### src/rtl/mem_client_arbiter.sv
// Round-robin arbiter sharing one memory command/write/read port among several clients.
// Read returns are steered back to their issuer through an in-order tag FIFO.
module mem_client_arbiter #(
    parameter int num_clients     = 2,
    parameter int mem_width       = 32,
    parameter int max_outstanding = 4
) (
    input  logic                                  clk_mem,
    input  logic                                  reset,
    input  logic [num_clients-1:0]                cli_cmd_valid,
    output logic [num_clients-1:0]                cli_cmd_ready,
    input  logic [num_clients-1:0][31:0]          cli_cmd_address,
    input  logic [num_clients-1:0][31:0]          cli_cmd_length,
    input  logic [num_clients-1:0]                cli_cmd_read_not_write,
    input  logic [num_clients-1:0]                cli_wr_valid,
    output logic [num_clients-1:0]                cli_wr_ready,
    input  logic [num_clients-1:0][mem_width-1:0] cli_wr_data,
    output logic [num_clients-1:0]                cli_rd_valid,
    input  logic [num_clients-1:0]                cli_rd_ready,
    output logic [mem_width-1:0]                  cli_rd_data,
    output logic                                  mem_cmd_valid,
    input  logic                                  mem_cmd_ready,
    output logic [64:0]                           mem_cmd_data,
    output logic                                  mem_write_valid,
    input  logic                                  mem_write_ready,
    output logic [mem_width-1:0]                  mem_write_data,
    input  logic                                  mem_read_valid,
    output logic                                  mem_read_ready,
    input  logic [mem_width-1:0]                  mem_read_data,
    output logic                                  protocol_error
);

    localparam int cw = (num_clients > 1) ? $clog2(num_clients) : 1;
    localparam int pw = (max_outstanding > 1) ? $clog2(max_outstanding) : 1;

    typedef enum logic [1:0] {IDLE, ISSUE, WRITE_DATA} state_t;

    state_t          state, state_next;
    logic [cw-1:0]   last_grant, winner, cur_client, head_client;
    logic            found, accept;
    logic [31:0]     cur_address, cur_length, wr_remaining, rd_remaining;
    logic            cur_read;
    logic [cw-1:0]   tag_client [max_outstanding];
    logic [31:0]     tag_length [max_outstanding];
    logic [pw-1:0]   tag_wr_ptr, tag_rd_ptr;
    logic [pw:0]     tag_count;
    logic            tag_full, tag_empty, tag_push, tag_pop;
    logic            cmd_fire, wr_fire, rd_fire;

    // Scan from the client after the last grant; reads are skipped while no tag slot is free.
    always_comb begin : arbitrate
        int idx;
        logic [cw-1:0] cand;
        found  = 1'b0;
        winner = '0;
        idx    = 0;
        cand   = '0;
        for (int i = 1; i <= num_clients; i++) begin
            idx  = (int'(last_grant) + i) % num_clients;
            cand = cw'(idx);
            if (!found && cli_cmd_valid[cand] && !(cli_cmd_read_not_write[cand] && tag_full)) begin
                found  = 1'b1;
                winner = cand;
            end
        end
    end

    assign accept    = reset && (state == IDLE) && found;
    assign tag_full  = (tag_count == (pw+1)'(max_outstanding));
    assign tag_empty = (tag_count == '0);

    always_ff @(posedge clk_mem) begin
        if (!reset) state <= IDLE;
        else        state <= state_next;
    end

    always_comb begin
        state_next = state;
        case (state)
            IDLE:       if (accept && cli_cmd_length[winner] != 32'd0) state_next = ISSUE;
            ISSUE:      if (cmd_fire) state_next = cur_read ? IDLE : WRITE_DATA;
            WRITE_DATA: if (wr_fire && wr_remaining == 32'd1) state_next = IDLE;
            default:    state_next = IDLE;
        endcase
    end

    // Handshake outputs are held low while reset is asserted so no beat slips through the reset edge.
    always_comb begin
        cli_cmd_ready   = '0;
        cli_wr_ready    = '0;
        mem_cmd_valid   = 1'b0;
        mem_write_valid = 1'b0;
        mem_write_data  = '0;
        if (accept) cli_cmd_ready[winner] = 1'b1;
        if (reset && state == ISSUE) mem_cmd_valid = 1'b1;
        if (reset && state == WRITE_DATA) begin
            mem_write_valid          = cli_wr_valid[cur_client];
            cli_wr_ready[cur_client] = mem_write_ready;
            mem_write_data           = cli_wr_data[cur_client];
        end
    end

    assign mem_cmd_data = {cur_address, cur_length, cur_read};
    assign cmd_fire     = mem_cmd_valid && mem_cmd_ready;
    assign wr_fire      = mem_write_valid && mem_write_ready;
    assign tag_push     = cmd_fire && cur_read;

    always_ff @(posedge clk_mem) begin
        if (!reset) begin
            cur_address  <= '0;
            cur_length   <= '0;
            cur_read     <= 1'b0;
            cur_client   <= '0;
            last_grant   <= cw'(num_clients - 1);
            wr_remaining <= '0;
        end else begin
            if (accept) begin
                cur_address <= cli_cmd_address[winner];
                cur_length  <= cli_cmd_length[winner];
                cur_read    <= cli_cmd_read_not_write[winner];
                cur_client  <= winner;
                last_grant  <= winner;
            end
            if (cmd_fire && !cur_read) wr_remaining <= cur_length;
            else if (wr_fire)          wr_remaining <= wr_remaining - 32'd1;
        end
    end

    // Read return routing follows the tag FIFO head, independently of the command state machine.
    assign head_client  = tag_client[tag_rd_ptr];
    assign rd_remaining = tag_length[tag_rd_ptr];
    assign cli_rd_data  = mem_read_data;

    always_comb begin
        cli_rd_valid   = '0;
        mem_read_ready = 1'b0;
        if (reset && !tag_empty) begin
            cli_rd_valid[head_client] = mem_read_valid;
            mem_read_ready            = cli_rd_ready[head_client];
        end
    end

    assign rd_fire = mem_read_valid && mem_read_ready;
    assign tag_pop = rd_fire && (rd_remaining == 32'd1);

    // The head entry's length is counted down in place; a push never targets the head slot.
    always_ff @(posedge clk_mem) begin
        if (!reset) begin
            tag_wr_ptr <= '0;
            tag_rd_ptr <= '0;
            tag_count  <= '0;
        end else begin
            if (tag_push) begin
                tag_client[tag_wr_ptr] <= cur_client;
                tag_length[tag_wr_ptr] <= cur_length;
                tag_wr_ptr <= (tag_wr_ptr == pw'(max_outstanding - 1)) ? '0 : tag_wr_ptr + pw'(1);
            end
            if (tag_pop)
                tag_rd_ptr <= (tag_rd_ptr == pw'(max_outstanding - 1)) ? '0 : tag_rd_ptr + pw'(1);
            else if (rd_fire)
                tag_length[tag_rd_ptr] <= rd_remaining - 32'd1;
            case ({tag_push, tag_pop})
                2'b10:   tag_count <= tag_count + (pw+1)'(1);
                2'b01:   tag_count <= tag_count - (pw+1)'(1);
                default: tag_count <= tag_count;
            endcase
        end
    end

    always_ff @(posedge clk_mem) begin
        if (!reset)                         protocol_error <= 1'b0;
        else if (mem_read_valid && tag_empty) protocol_error <= 1'b1;
    end

endmodule
### config.mk
export PLATFORM = sky130hd
export DESIGN_NAME = mem_client_arbiter
export DESIGN_NICKNAME = d
export VERILOG_FILES = /design/src/rtl/mem_client_arbiter.sv
export SDC_FILE = /design/constraint.sdc
export NUM_CORES = 1
export LEC_CHECK = 0
export ABC_AREA = 1
export CORE_MARGIN = 4
export CORE_UTILIZATION = 35
export CTS_CLUSTER_SIZE = 25
export DETAILED_ROUTE_END_ITERATION = 7
export SYNTH_ARGS = -nofsm -noshare
export SYNTH_HDL_FRONTEND = slang
export SYNTH_SLANG_ARGS = --single-unit
export TNS_END_PERCENT = 50
### constraint.sdc
create_clock -name clk_mem -period 5.1 [get_ports clk_mem]
set_input_delay 1.02 -clock clk_mem [delete_from_list [all_inputs] [get_ports clk_mem]]
set_output_delay 1.02 -clock clk_mem [all_outputs]
set_load 0.01 [all_outputs]
After elaboration in Yosys (flattened, before gate mapping):

Memory sizes are Yosys's and may differ from the RTL's. A register that Yosys moved wholly into a read port is not among the register bits.
Cells that the tools add are included.

* bits in registers: 109
* latch bits: 0
* bits in writable memories: 132
* memory bits (read-only): 0
* input bits: 237
* output and inout bits: 139
* logic and storage cells: 134
* memories kept: 2

* add/sub/neg operators: 8
* $mul: 0
* div/mod/pow operators: 0
* magnitude comparators: 8
* equality and inequality tests: 12
* shifts and indexed selects: 0
* multiplexer cells: 58
* bitwise logic cells: 2
* reductions and logical operators: 33

Memories
* tag_length: depth 4, width 32, rd ports 1, clocked after Yosys merged registers in 1, write ports 2, RTL line 44 `logic [31:0] tag_length [max_outstanding];`
* tag_client: depth 4, width 1, rd ports 1, clocked after Yosys merged registers in 1, write ports 1, RTL line 43 `logic [cw-1:0] tag_client [max_outstanding];`

Operators with widths (count)
* two-way mux 32 bit: 9
* equality test 32 x 1 -> 1 bit (second input constant): 2
* subtractor 32 x 1 -> 32 bit (second input constant): 2
* nonzero test 32 bit: 1
* two-way mux 1 bit: 31
* two-way mux 2 bit: 13
* logical AND 1 bit: 22
* less-than comparator 1 x 2 -> 1 bit (second input constant): 5
* equality test 2 bit (second input constant): 4
* case mux 2 bit (3 select lines): 1
* case mux 3 bit (2 select lines): 1
* zero test 1 bit: 5
* adder 2 x 1 -> 2 bit (second input constant): 2
* bitwise AND 2 bit: 2
* equality test 2 x 1 -> 1 bit (second input constant): 2
* != test 2 bit (second input constant): 2
* nonzero test 2 bit: 2
* adder 3 x 1 -> 3 bit (second input constant): 1
* demux 1 bit (select 1 bit): 3
* equality test 3 bit (second input constant): 1
* greater-or-equal comparator 1 bit (second input constant): 3
* zero test 3 bit: 1
* AND reduction 3 bit: 1
* subtractor 3 x 1 -> 3 bit (second input constant): 1
* other kinds (3): 4

Logic depth before layout (Yosys ltp):

Gate-level depths: netlist of the first run.

* word-level depth: 17
* gate-level depth with buffers: 20
* gate-level depth less buffers: 18

Least setup slack after synthesis of the first run:

No wires, ideal clock.

* kind: in2reg
* start point: in reset
* end point: mem tag_length[0][0] (enable)
* library setup time: 466 ps
* arrival time: 4239 ps
* required time: 4634 ps
* path slack: 395 ps
* cell stages on the path: 7
* path buffers: 2
* cells stage by stage: clkbuf_1 > and3_1 > nand2_1 > nor2_1 > inv_1 > clkbuf_1 > o21ai_0

RTL lines
* start, declared: RTL line 9 `input logic reset,`
* end, declared: RTL line 44

Worst setup path in the final report of the first run:

* start point: in cli_cmd_read_not_write[0]
* end point: out cli_cmd_ready[0]

* cells in the longest elaborated chain, start to end: 15
* elaborated cells between the ends (all ways): 23
* classes of those cells: 2 x order compare; 11 x mux; 10 x reduce/logical

RTL lines
* start, declared: RTL line 14 `input logic [num_clients-1:0] cli_cmd_read_not_write,`
* two-way mux 1 bit (not written as such) (2 in a row): RTL line 61 `if (!found && cli_cmd_valid[cand] && !(cli_cmd_read_not_write[cand] && tag_full)) begin`
* logical AND 1 bit: RTL line 61
* zero test 1 bit: RTL line 61
* logical AND 1 bit: RTL line 61
* two-way mux 1 bit: RTL line 61
* zero test 1 bit: RTL line 61
* logical AND 1 bit (2 in a row): RTL line 61
* two-way mux 1 bit: RTL line 61
* less-than comparator 1 x 2 -> 1 bit (not written as such) or greater-or-equal comparator 1 bit (tied branches): RTL line 94 `if (accept) cli_cmd_ready[winner] = 1'b1;`
* logical AND 1 bit (not written as such): RTL line 94
* two-way mux 1 bit (not written as such): RTL line 94
* demux 1 bit (select 1 bit): RTL line 94
* two-way mux 2 bit *: RTL line 94
* end, declared: RTL line 11 `output logic [num_clients-1:0] cli_cmd_ready,`

Every way passes the cells marked *; elsewhere a longest branch is shown, timed or not. The select of a mux whose other input is x is not followed.

==> metrics, run 1 <==
# diodes 0; Starting Density 0.357; DR vias 13700; Slew Limit Fails 0; Syn Std Cell Area 14300 µm²; fin cells 2693; Slew @ Worst Pin 0.831 ns; PnR worst setup slack 0.996 ns; Yosys reg bits 243; first-pass GRT wire length 81.3 mm; final core utilization 0.457; Slowest cell on crit path clkdlybuf4s50_1; ratio of cells with drive above 1 in the final layout 0.0646; CTS buffer count 28; Yosys warning total 0; Clock Latency Late Sink 0.56 ns; hold bufs inserted after CTS 0; Layout Nets 2397; routed wire length 54.9 mm; area grow syn2layout 27.9%; setup TNS 0 ns; Pleak 7.30 nW; Area after DPL 17400 µm²; Synth Area per Inst 7.48 µm²; RSZ-0062 raised after global routing no; Worst-path clk slew 0.06 ns; Final period util 0.805; Data required, critical path 4.08 ns; Worst Path Max Fanout 10; Core ar. 40000 µm²; Most Frequent Cell on Critical Path nand2_1; Root Buffer clkbuf_16; initial antenna violation count 5; PortBufs 311; most common cell after layout, fill and taps aside nand2_1; Place WS 0.975 ns; Yosys cell types 52; main flop type after synthesis edfxtp_1; Hold Crit Class register to register; total congestion overflow 0; residual DRC count 0; DR vias/cell 5.07; fill cell count 4019; clock tree buffer depth 3; hold path cells 2; Post-synth EDFFs 132; WS Path Type input port to output port; critical-path cell list clkdlybuf4s50_1, inv_1, nand2_1, nand2_1, nor2_1, nor2_1, nand2_1, nand2_2, nor2_4, clkdlybuf4s50_1; CTS tree built; Mapped Cells 1909; fin area 18300 µm²; Clock Skews 0.0348 ns; Worst EP arrival 3.08 ns; fin crit period 4.10 ns; GRT Util Overall 0.238; largest net degree at the start of global routing 74; maximum VDD drop 191 µV; Post-CTS Setup Inserts 0; Register Area 6190 µm²; Initial DRC Count 895; status complete, no violations; Seq/Total Area, Yosys 0.433; GP Congestion 0.956; Die W 210 µm; most frequent cells in the layout 689 x nand2_1, 310 x clkdlybuf4s50_1, 165 x nor2_1; DP Cell Count 2641; DRT antenna net count 0; Max Cap Viol 0; total power 5.60 mW; kind of capture point of the worst setup path output port; Hold Vio Cnt, Final 0; worst relative slew slack 0.446; Async SR Flop Fraction 0; Fmax achieved 244 MHz; H-tree levels 1; vias in the first global route 13600; io pins 376; Synth Net Count 2160; slowest stage delay, CP 0.58 ns; post-CTS resize count 0; WL/cell 20.4 µm; chip height 210 µm; dpl hpwl 41.2 mm; final setup fails 0; Rows 73; WHS 0.459 ns; total iterations of the first detailed-routing run 5; area of the multi-input gates 6690 µm²; reg2reg path depth 15; PD cells 306 nW/µm²; Startpoint Class input port; Die Area 44100 µm²; clock sinks 243
path summary, 6_finish.rpt:
| path | to | from | slack, ns |
|---|---|---|---|
| worst max-delay path | cli_cmd_ready[0] | cli_cmd_read_not_write[0] | 1.0 |
| worst min-delay path | protocol_error$_SDFFE_PN0P_ | protocol_error$_SDFFE_PN0P_ | 0.46 |
| worst max register to register | tag_count[2]$_SDFFE_PN0P_ | register | 1.54 |
| worst min register to register | protocol_error$_SDFFE_PN0P_ | protocol_error$_SDFFE_PN0P_ | 0.46 |
synth_stat cells, drive strengths merged, types with 2 or more instances:
cell / number / share of area
nor4: 4 / 0.0018
a32oi: 2 / 0.0025
o211ai: 5 / 0.0026
a221oi: 2 / 0.0012
nand2: 702 / 0.19
clkbuf: 31 / 0.0084
nand3: 84 / 0.034
nand4: 4 / 0.0018
ha: 13 / 0.011
edfxtp: 132 / 0.28
nand3b: 15 / 0.0079
buf: 99 / 0.055
xnor2: 15 / 0.010
nor3: 12 / 0.0050
a211oi: 4 / 0.0021
a21oi: 58 / 0.021
clkinv: 2 / 0.00053
inv: 139 / 0.037
o21bai: 2 / 0.0011
o22a: 22 / 0.014
xor2: 35 / 0.022
o22ai: 2 / 0.00088
dfxtp: 111 / 0.16
a31oi: 53 / 0.023
nor2: 176 / 0.050
o21ai: 178 / 0.062
critical path: cells and delay by family:
family	cells	cell delay (ns)
and+or+nand+nor	7	0.87
buffers and inverters	3	1.17
state kept, by name, indices dropped and copies added, names as in the netlist, named ones only:
signal	flops
tag_rd_ptr	2
cur_address	32
cur_read	1
tag_wr_ptr	2
wr_remaining	32
state	2
cur_length	32
cur_client	1
last_grant	1
tag_count	3
tag_client	4
protocol_error	1
tag_length	128
power breakdown:
group | internal (mW) | switching (mW)
logic | 0.564 | 0.641
clock network | 1.13 | 0.824
registers | 2.22 | 0.219
total | 3.91 | 1.68
logic make-up after synthesis:
group                    count (synthesis)  share of synthesized area
adder cells (fa/ha/maj)                 14                     0.0128
AO/OA/AOI/OAI                          332                      0.133
flip-flops                             243                      0.433
AND/OR/NAND/NOR                        999                      0.288
XOR/XNOR                                50                     0.0322
buffers and inverters                  271                      0.100
cell type report:
class | instances | area share
tap | 525 | 0.0359
clock buffer | 41 | 0.0455
inverter | 141 | 0.0291
sequential | 243 | 0.339
multi-input combinational | 1395 | 0.366
timing repair buffer | 337 | 0.181
clock inverter | 11 | 0.00397
per-layer routing:
metal | wire (µm) | track usage | vias to the layer above
met5 | 74 | 0 | -
met4 | 1830 | 0.0756 | 10
met3 | 4670 | 0.0552 | 80
met2 | 26400 | 0.411 | 565
met1 | 21900 | 0.297 | 6302
li1 | - | - | 6705
Note: power is estimated with default switching activity, not from simulation.
==> inputs of run 2 (changes only) <==
==> constraint.sdc (replaced) <==
create_clock -name clk_mem -period 3.4 [get_ports clk_mem]
set_input_delay 0.68 -clock clk_mem [delete_from_list [all_inputs] [get_ports clk_mem]]
set_output_delay 0.68 -clock clk_mem [all_outputs]
set_load 0.01 [all_outputs]
==> metrics, run 2 (synthesis results as in run 1) <==
total congestion overflow 0 (unchanged); CTS tree built; setup TNS 0 ns (unchanged); fin cells 2734 (+1.5%); Slew Limit Fails 0 (unchanged); status complete, no violations; reg2reg path depth 16 (+1); final core utilization 0.470 (+0.0128); chip height 210 µm (unchanged); Metal-1 WL 22.3 mm (+1.9%); met3 wire len 4.94 mm (+5.8%); area grow syn2layout 31.5%; first-pass GRT wire length 83.2 mm (+2.3%); RR Endpoint tag_count[2]$_SDFFE_PN0P_; hold path cells 2 (unchanged); ratio of cells with drive above 1 in the final layout 0.0792 (+0.0146); Die W 210 µm (unchanged); DR top layer met5; # diodes 0 (unchanged); Clock Latency Late Sink 0.57 ns (about the same); dpl hpwl 43.0 mm (+4.5%); clock tree buffer depth 3 (unchanged); vias in the first global route 13800 (+1.4%); Final period util 0.966; Slew @ Worst Pin 0.822 ns (-0.00941 ns); PD cells 465 nW/µm² (+52%); worst relative slew slack 0.452 (+0.00627); Hold Vio Cnt, Final 0 (unchanged); most frequent cells in the layout 688 x nand2_1, 310 x clkdlybuf4s50_1, 165 x nor2_1; most common cell after layout, fill and taps aside nand2_1; kind of capture point of the worst setup path output port; Root Buffer clkbuf_16; Clock Skews 0.0274 ns (-0.00741 ns); RSZ-0062 raised after global routing no; Rows 73 (unchanged); Max Cap Viol 0 (unchanged); Worst EP arrival 2.60 ns (-0.48 ns); Die Area 44100 µm² (unchanged); DP Cell Count 2678 (+1.4%); Largest Register tag_length; fin crit period 3.28 ns; Worst Hold Launch protocol_error$_SDFFE_PN0P_; final setup fails 0 (unchanged); CTS buffer count 30 (+7.1%); routed wire length 56.1 mm (+2.2%); routed wl met2 26.7 mm (+1.1%); largest net degree at the start of global routing 88 (+19%); initial antenna violation count 3 (-2); clock sinks 243 (unchanged); Layout Nets 2436 (+1.6%); slowest stage delay, CP 0.59 ns (about the same); Post-CTS Setup Inserts 0 (unchanged); hold bufs inserted after CTS 0 (unchanged); Worst Path Max Fanout 4 (-6); GP Congestion 0.948 (-0.90%); H-tree levels 1 (unchanged); total iterations of the first detailed-routing run 5 (unchanged); WS Path Type input port to output port; Hold Crit Class register to register; FF-to-FF setup slack 0.32 ns (-1.22 ns); PortBufs 311 (unchanged); DR vias/cell 5.10 (+0.45%); critical-path cell list clkdlybuf4s50_1, nor2_1, nor2_1, nand2_1, o21ai_1, nand3_4, nor2_4, clkdlybuf4s50_1; DR vias 13900 (+2.0%); Pleak 7.56 nW (+3.6%); maximum VDD drop 332 µV (+74%); number of flip-flops in the largest register 128 (unchanged); Data required, critical path 2.72 ns (-1.36 ns); Starting Density 0.357 (unchanged); residual DRC count 0 (unchanged); DRT antenna net count 0 (unchanged); Fmax achieved 305 MHz; fill cell count 4044 (+0.62%); Worst Hold Path EP protocol_error$_SDFFE_PN0P_; WL/cell 20.5 µm (+0.62%); GRT Util Overall 0.243 (+0.00519); io pins 376 (unchanged); Startpoint Class input port; Worst-path clk slew 0.06 ns (about the same); Core ar. 40000 µm² (unchanged); Slowest cell on crit path clkdlybuf4s50_1; Initial DRC Count 1010 (+13%)
[run 2: cell types whose count changed in the layout (fill, tap and decap cells not counted), sizes merged]
cell | previous run | this run
bufinv | 0 | 3
clkbuf | 41 | 43
inv | 141 | 139
buf | 27 | 64
clkinvlp | 0 | 1
[run 2: timing repair]
item,in CTS,in global routing
gates resized for setup,1,2
cloned,0,0
endpoints found under the setup margin,1,5
pin swaps,0,0
[run 2: worst max path at each step]
stage | start | to | slack [ns] | cells past startpoint
CTS | state[1]$_SDFFE_PN0P_ | mem_write_data[22] | 0.02 | 7
detailed placement | cli_cmd_valid[1] | cli_cmd_ready[1] | 0.14 | 8
floorplan | reset | tag_length[3][0]$_DFFE_PP_ | -0.11 | 7
global placement | cli_cmd_valid[1] | cli_cmd_ready[1] | 0.15 | 8
global route | cli_cmd_valid[1] | cli_cmd_ready[1] | 0.02 | 8
finish | cli_cmd_valid[1] | cli_cmd_ready[1] | 0.12 | 8
[run 2: final cells by class]
type | count | area, µm² | share of cell area
inverter | 141 | 532 | 0.0283
timing repair buffer | 374 | 3720 | 0.198
clock buffer | 43 | 851 | 0.0453
multi-input combinational | 1395 | 6700 | 0.356
clock inverter | 13 | 140 | 0.00746
tap | 525 | 657 | 0.0350
sequential | 243 | 6190 | 0.329
[run 2: power by group]
group | internal, mW | total, mW | switching, mW
registers | 3.32 | 3.59 | 0.265
clock network | 1.95 | 3.23 | 1.28
logic | 0.885 | 1.91 | 1.03
total | 6.16 | 8.74 | 2.57
[run 2: routing by layer]
metal,GRT usage,vias up
met1,0.301,6488
met5,0.0140,-
met4,0.0835,8
met2,0.414,576
met3,0.0615,94
li1,-,6766
[run 2: critical path, delay by kind of cell]
kind / cells / cell delay, ns
buf+inv: 2 / 1.09
simple gates: 5 / 0.66
compound gates: 1 / 0.16
[run 2: metrics by stage]
step                      worst slack (ns)  area [µm²]  hold WS, ns  total power, mW
after floorplan                     -0.113       14300        0.444             4.58
after global placement               0.150       17800        0.443             5.53
after detailed placement             0.144       17800        0.448             5.56
after CTS                           0.0151       18800        0.458             8.79
after global routing                0.0183       18800        0.484             9.12
final                                0.116       18800        0.457             8.74
